$ cat src/rtl/uart_rx.sv
`default_nettype none
// ============================================================================
//  Module   : uart_rx
//  Purpose  : Asynchronous serial receiver. rxd passes through a synchronizer,
//             a falling edge starts a frame, the start bit is qualified at
//             mid-bit, then DATA_BITS data bits (LSB first), an optional
//             even-parity bit and one stop bit are sampled every
//             baud_rate+1 clocks. A good byte lands in a one-entry buffer
//             with a valid/ready handshake.
//  Config   : define UART_RX_PARITY_EN to add a PARITY state that checks one
//             even-parity bit after the data bits. Undefined (default): no
//             parity bit in the frame and parity_err is tied low.
//  Ports    : clock       system clock, all state on rising edge
//             reset       asynchronous active-low reset
//             rx_en       receiver enable; low aborts a frame in progress
//             baud_rate   bit period minus one, latched at frame start
//             rxd         serial line, idle high, asynchronous to clock
//             rx_data     received byte buffer
//             rx_valid    rx_data holds an unconsumed byte
//             rx_ready    consumer accepts rx_data while rx_valid is high
//             frame_err   one-clock pulse: stop bit sampled low
//             overrun_err one-clock pulse: byte completed while buffer full
//             parity_err  one-clock pulse: parity mismatch
//             busy        receiver FSM is not idle
//  Revision : 1.0  initial release
// ============================================================================
module uart_rx #(
  parameter int DATA_BITS   = 8,
  parameter int SYNC_STAGES = 2
) (
  input  logic                 clock,
  input  logic                 reset,
  input  logic                 rx_en,
  input  logic [15:0]          baud_rate,
  input  logic                 rxd,
  output logic [DATA_BITS-1:0] rx_data,
  output logic                 rx_valid,
  input  logic                 rx_ready,
  output logic                 frame_err,
  output logic                 overrun_err,
  output logic                 parity_err,
  output logic                 busy
);

  typedef enum logic [2:0] {
    S_IDLE   = 3'd0,
    S_START  = 3'd1,
    S_DATA   = 3'd2,
`ifdef UART_RX_PARITY_EN
    S_PARITY = 3'd3,
`endif
    S_STOP   = 3'd4
  } state_t;

  localparam logic [15:0] c_last_bit = 16'(DATA_BITS - 1);

  // Synchronizer and edge detect
  logic [SYNC_STAGES-1:0] r_sync;
  logic                   r_line_prev;
  logic                   w_line;

  // Frame state
  state_t                 r_state;
  logic [15:0]            r_cnt;
  logic [15:0]            r_div;
  logic [15:0]            r_bit_cnt;
  logic [DATA_BITS-1:0]   r_shift;

  // Frame result, handed to the buffer stage one clock after the stop sample
  logic                   r_done;
  logic                   r_stop_ok;
  logic                   w_par_ok;
  logic                   w_good;
  logic                   w_accept;

  // Registered outputs
  logic [DATA_BITS-1:0]   r_rx_data;
  logic                   r_rx_valid;
  logic                   r_frame_err;
  logic                   r_overrun_err;

  assign w_line = r_sync[SYNC_STAGES-1];

  always_ff @(posedge clock or negedge reset) begin
    if (!reset) begin
      r_sync <= '1;
    end else begin
      r_sync <= {r_sync[SYNC_STAGES-2:0], rxd};
    end
  end

`ifdef UART_RX_PARITY_EN
  logic r_par_bit;
  logic r_par_ok;
  logic r_parity_err;
  assign w_par_ok   = r_par_ok;
  assign parity_err = r_parity_err;
`else
  assign w_par_ok   = 1'b1;
  assign parity_err = 1'b0;
`endif

  // A completed frame is accepted when the buffer is empty or is being
  // drained in this very clock; otherwise it is an overrun.
  assign w_good   = r_done && r_stop_ok && w_par_ok;
  assign w_accept = w_good && (!r_rx_valid || rx_ready);

  always_ff @(posedge clock or negedge reset) begin
    if (!reset) begin
      r_line_prev   <= 1'b1;
      r_state       <= S_IDLE;
      r_cnt         <= 16'd0;
      r_div         <= 16'd0;
      r_bit_cnt     <= 16'd0;
      r_shift       <= '0;
      r_done        <= 1'b0;
      r_stop_ok     <= 1'b0;
      r_rx_data     <= '0;
      r_rx_valid    <= 1'b0;
      r_frame_err   <= 1'b0;
      r_overrun_err <= 1'b0;
`ifdef UART_RX_PARITY_EN
      r_par_bit     <= 1'b0;
      r_par_ok      <= 1'b0;
      r_parity_err  <= 1'b0;
`endif
    end else begin
      r_line_prev <= w_line;
      r_done      <= 1'b0;

      // Buffer / error stage
      r_frame_err   <= r_done && !r_stop_ok;
      r_overrun_err <= w_good && r_rx_valid && !rx_ready;
`ifdef UART_RX_PARITY_EN
      r_parity_err  <= r_done && !r_par_ok;
`endif
      if (w_accept) begin
        r_rx_data  <= r_shift;
        r_rx_valid <= 1'b1;
      end else if (r_rx_valid && rx_ready) begin
        r_rx_valid <= 1'b0;
      end

      // Receiver FSM
      if ((r_state != S_IDLE) && !rx_en) begin
        r_state   <= S_IDLE;
        r_cnt     <= 16'd0;
        r_bit_cnt <= 16'd0;
      end else begin
        case (r_state)
          S_IDLE: begin
            // Only a 1->0 transition starts a frame; a line stuck low does not.
            if (rx_en && r_line_prev && !w_line) begin
              r_state   <= S_START;
              r_div     <= baud_rate;
              r_cnt     <= 16'd0;
              r_bit_cnt <= 16'd0;
            end
          end

          S_START: begin
            if (r_cnt == (r_div >> 1)) begin
              r_cnt   <= 16'd0;
              // Line back high at mid-bit is a glitch: drop silently.
              r_state <= w_line ? S_IDLE : S_DATA;
            end else begin
              r_cnt <= r_cnt + 16'd1;
            end
          end

          S_DATA: begin
            if (r_cnt == r_div) begin
              r_cnt   <= 16'd0;
              r_shift <= {w_line, r_shift[DATA_BITS-1:1]};
              if (r_bit_cnt == c_last_bit) begin
                r_bit_cnt <= 16'd0;
`ifdef UART_RX_PARITY_EN
                r_state   <= S_PARITY;
`else
                r_state   <= S_STOP;
`endif
              end else begin
                r_bit_cnt <= r_bit_cnt + 16'd1;
              end
            end else begin
              r_cnt <= r_cnt + 16'd1;
            end
          end

`ifdef UART_RX_PARITY_EN
          S_PARITY: begin
            if (r_cnt == r_div) begin
              r_cnt     <= 16'd0;
              r_par_bit <= w_line;
              r_state   <= S_STOP;
            end else begin
              r_cnt <= r_cnt + 16'd1;
            end
          end
`endif

          S_STOP: begin
            if (r_cnt == r_div) begin
              r_cnt     <= 16'd0;
              r_done    <= 1'b1;
              r_stop_ok <= w_line;
`ifdef UART_RX_PARITY_EN
              // Even parity: data bits plus parity bit hold an even count of ones.
              r_par_ok  <= ((^r_shift) == r_par_bit);
`endif
              r_state   <= S_IDLE;
            end else begin
              r_cnt <= r_cnt + 16'd1;
            end
          end

          default: begin
            r_state <= S_IDLE;
            r_cnt   <= 16'd0;
          end
        endcase
      end
    end
  end

  assign rx_data     = r_rx_data;
  assign rx_valid    = r_rx_valid;
  assign frame_err   = r_frame_err;
  assign overrun_err = r_overrun_err;
  assign busy        = (r_state != S_IDLE);

endmodule
`default_nettype wire

$ cat config.mk
export PLATFORM = sky130hd
export DESIGN_NAME = uart_rx
export DESIGN_NICKNAME = d
export VERILOG_FILES = /design/src/rtl/uart_rx.sv
export SDC_FILE = /design/constraint.sdc
export NUM_CORES = 1
export LEC_CHECK = 0
export ABC_AREA = 1
export CAP_MARGIN = 20
export CORE_UTILIZATION = 28
export DETAILED_ROUTE_END_ITERATION = 12
export PLACE_DENSITY = 0.45
export RECOVER_POWER = 100
export REMOVE_ABC_BUFFERS = 1
export SLEW_MARGIN = 20
export SYNTH_ARGS = -nofsm -noshare
export SYNTH_HDL_FRONTEND = slang
export SYNTH_SLANG_ARGS = --single-unit
$ cat constraint.sdc
create_clock -name clock -period 4.9 [get_ports clock]
set_input_delay 0.735 -clock clock [delete_from_list [all_inputs] [get_ports clock]]
set_output_delay 0.735 -clock clock [all_outputs]
set_load 0.02 [all_outputs]
==> key figures <==
Status
  • Outcome: complete, no violations

GRT
  • Via count of the first global-routing pass: slightly above 4k
  • GRT Total Usage: about 14%
  • Congestion Overflow GR: 0
  • First-pass GRT wire length: just under 20000 um
  • Initial antenna violation count: 0
  • Largest net degree at the start of global routing: between 50 and 60

Timing
  • Fmax: about 0.34 GHz
  • Period minus WS final: 2.92 ns
  • Worst slew margin relative to its limit: under 10%
  • Final Skew: 0.00943 ns
  • RSZ-0062 raised after global routing: false
  • Final worst path period share: between 50% and 60%
  • Fin. Hold Viols: 0
  • Sum Neg Setup Slack: 0 ns
  • Setup-failing EPs final: 0
  • Slew @ Worst Pin: ~1.4 ns
  • Count of pins over their slew limit: 0

Logic synthesis
  • Synthesis Warnings: 0
  • Avg Synthesized Cell Area: between 6 and 7 um^2
  • Seq/Total Area, Yosys: between 40% and 50%
  • Number of synthesized flops with an enable pin: 0
  • Synth cell types: 32
  • Ys async rst share: between 90% and 100%
  • Post-synth top flop: dfrtp_1
  • Syn Std Cell Area: about 4700 um^2
  • Post-synthesis cell count: between 600 and 700
  • Yosys reg bits: 75

Worst hold path
  • Worst hold-check path type: register to register
  • Hold Path Sink: r_sync[1]
  • WHS Path Cells: 0
  • Hold_sp: r_sync[0]

Worst setup path
  • WS Path Type: register to register
  • Crit-path most repeated cell: nand2_1
  • Cell Chain, Critical Path: inv_2 -> nand2_1 -> nand2_1 -> nor2_1 -> nand2_1 -> nor2_2 -> nand2_1 -> nand2_1 -> nand2_1 -> o21ai_0
  • Reg2Reg Launch Point: r_cnt[11]
  • Slowest CP cell: nand2_1
  • CP Buf/Inv Count: 1
  • Reg-to-reg endpoint: r_bit_cnt[6]
  • Cell family with most CP delay: simple AND/OR/NAND/NOR gates
  • R2R depth: 10
  • Worst setup EP type: register
  • R2r setup slk: between 1.5 and 2 ns
  • Startpoint types: register
  • Max Fanout on Critical Path: 31
  • Max incr delay on CP: ~0.58 ns
  • CP Data Arrival Time: around 3.2 ns
  • Critical path data required time: approximately 5 ns

Cells and area
  • Most common cell after layout, fill and taps aside: nand2_1
  • Commonest cells after routing, fill and taps aside: nand2_1, nor2_1, dfrtp_1
  • Area Overhead vs Synth: 14.4%
  • Final Util: 33.3%
  • Nets: 728
  • ANT cells: 0
  • Share of cells above drive strength 1: under 10%

Power and ir drop
  • LEAKAGE: around 2.6 nW
  • Clk pwr share: a little over two fifths
  • Flop pwr share: a little over two fifths
  • Sw Pwr: around 0.44 mW
  • Peak supply drop: 0.167 mV
  • Switching share of power: between 20 and 30%
  • Overall power: between 1.5 and 2 mW
  • Pint: around 1.2 mW
  • Gate power share: between 10% and 20%
  • Power Density: ~300 nW/um^2

Die
  • Core Area: 16100 um^2
  • I/O pin count: 34
  • Starting Density: between 20% and 30%
  • Full die area: 17200 um^2
  • FP Rows: 46
  • Die Ht: between 100 and 150 um
  • Die X-Extent: roughly 130 um

Detailed routing
  • DR vias: a little over 4k
  • DRC viols: 0
  • Routed Antenna Nets: 0
  • Number of vias per cell: 4.49
  • Detailed-route wire length per cell: 12.3 um
  • DR iter-0 viols: roughly 260
  • First-pass iteration count of the detailed router: 4
  • WL final: 11300 um

Placed design
  • Port bufs: 32
  • RD Place Congestion: ~0.86
  • HPWL Detailed: just over 8000 um

CTS
  • TritonCTS buffer count: 9
  • CTS max path bufs: 2
  • PostCTS Resize Cnt: 0
  • Clock root cell: clkbuf_16
  • CTS tree: done
  • Post-CTS Repair Setup Buffers: 0
  • Clock transition at path regs: ~0.060 ns
  • Clock tree sinks: 75
  • H-tree depth: 3
  • Clock latency on the worst-skew pair: between 0.3 and 0.4 ns
  • CTS Hold Bufs: 0

Run
  • Max Cap Violations: 0
[flip-flops by register name (all words and copies together) (netlist names), 2 cells and up]
register / count
r_state: 3
r_shift: 8
r_bit_cnt: 16
rx_data: 8
r_div: 16
r_sync: 2
r_cnt: 16
[cells by family (layout without fill, tap and decap cells)]
group	Yosys count	after routing	share of synthesized area [%]
simple gates	435	435	39.3
buf+inv	103	125	9.94
mux	1	1	0.241
other cells	1	1	0.0803
flops	75	75	40.3
compound gates	57	57	7.42
fa+ha+maj	2	2	0.536
xor+xnor	12	12	2.25
[metal layers]
layer / share of wire (%) / track usage (%)
met1: 49 / 18.3
met2: 47 / 23.3
met3: 3.4 / 3.70
met4: 1.1 / 4.25
met5: 0 / 0
[synthesized netlist by cell type, types with 7 or more instances]
cell / n / area, um^2
nand4_1: 17 / 106
o21ai_2: 16 / 140
xor2_1: 12 / 105
inv_1: 70 / 263
inv_2: 7 / 26.3
nand3_1: 51 / 255
a21oi_1: 19 / 95.1
dfrtp_1: 72 / 1800
nor3_1: 12 / 60.1
o21ai_0: 12 / 60.1
o21ai_1: 9 / 45.0
nor2_1: 84 / 315
nand2_1: 258 / 968
[power groups by stage]
stage	logic, mW	registers (mW)	clock network, mW
floorplan	0.158	0.700	0
finish	0.225	0.701	0.693
global placement	0.229	0.712	0
detailed placement	0.231	0.710	0
global route	0.266	0.708	0.741
CTS	0.232	0.701	0.715
[worst max path at each step]
stage / from / end / slack (ns) / depth (start not counted)
after floorplan: r_cnt[2] / r_bit_cnt[0] / 2.74 / 9
after detailed placement: rx_en / r_shift[6] / 1.97 / 6
after global routing: r_cnt[12] / r_bit_cnt[14] / 1.52 / 11
after global placement: rx_en / r_div[3] / 1.99 / 6
final: r_cnt[11] / r_bit_cnt[6] / 1.98 / 10
after CTS: r_cnt[5] / r_bit_cnt[6] / 2.10 / 11
[worst reg2reg max path: cells and delay by family (launching register included)]
kind	cells	cell delay, ns
buffers and inverters	1	0.11
DFF	1	0.51
AOI/OAI and AO/OA	1	0.37
and+or+nand+nor	8	1.82
[final cells by class]
cell class | count | area [um^2]
Clock buffer | 11 | 233
Clock inverter | 3 | 65.1
Fill cell | 1760 | 10700
Inverter | 77 | 289
Multi-Input combinational cell | 508 | 2260
Sequential cell | 75 | 1880
Tap cell | 216 | 270
Timing Repair Buffer | 34 | 347
[through the flow]
stage	instances	hold slack, ns	setup WS (ns)	area (um^2)
floorplan	660	0.345	2.74	4500
global placement	909	0.350	1.99	5090
detailed placement	909	0.349	1.97	5090
global route	924	0.369	1.52	5350
CTS	923	0.293	2.10	5390
finish	924	0.361	1.98	5350
Note: power is estimated with default switching activity, not from simulation.
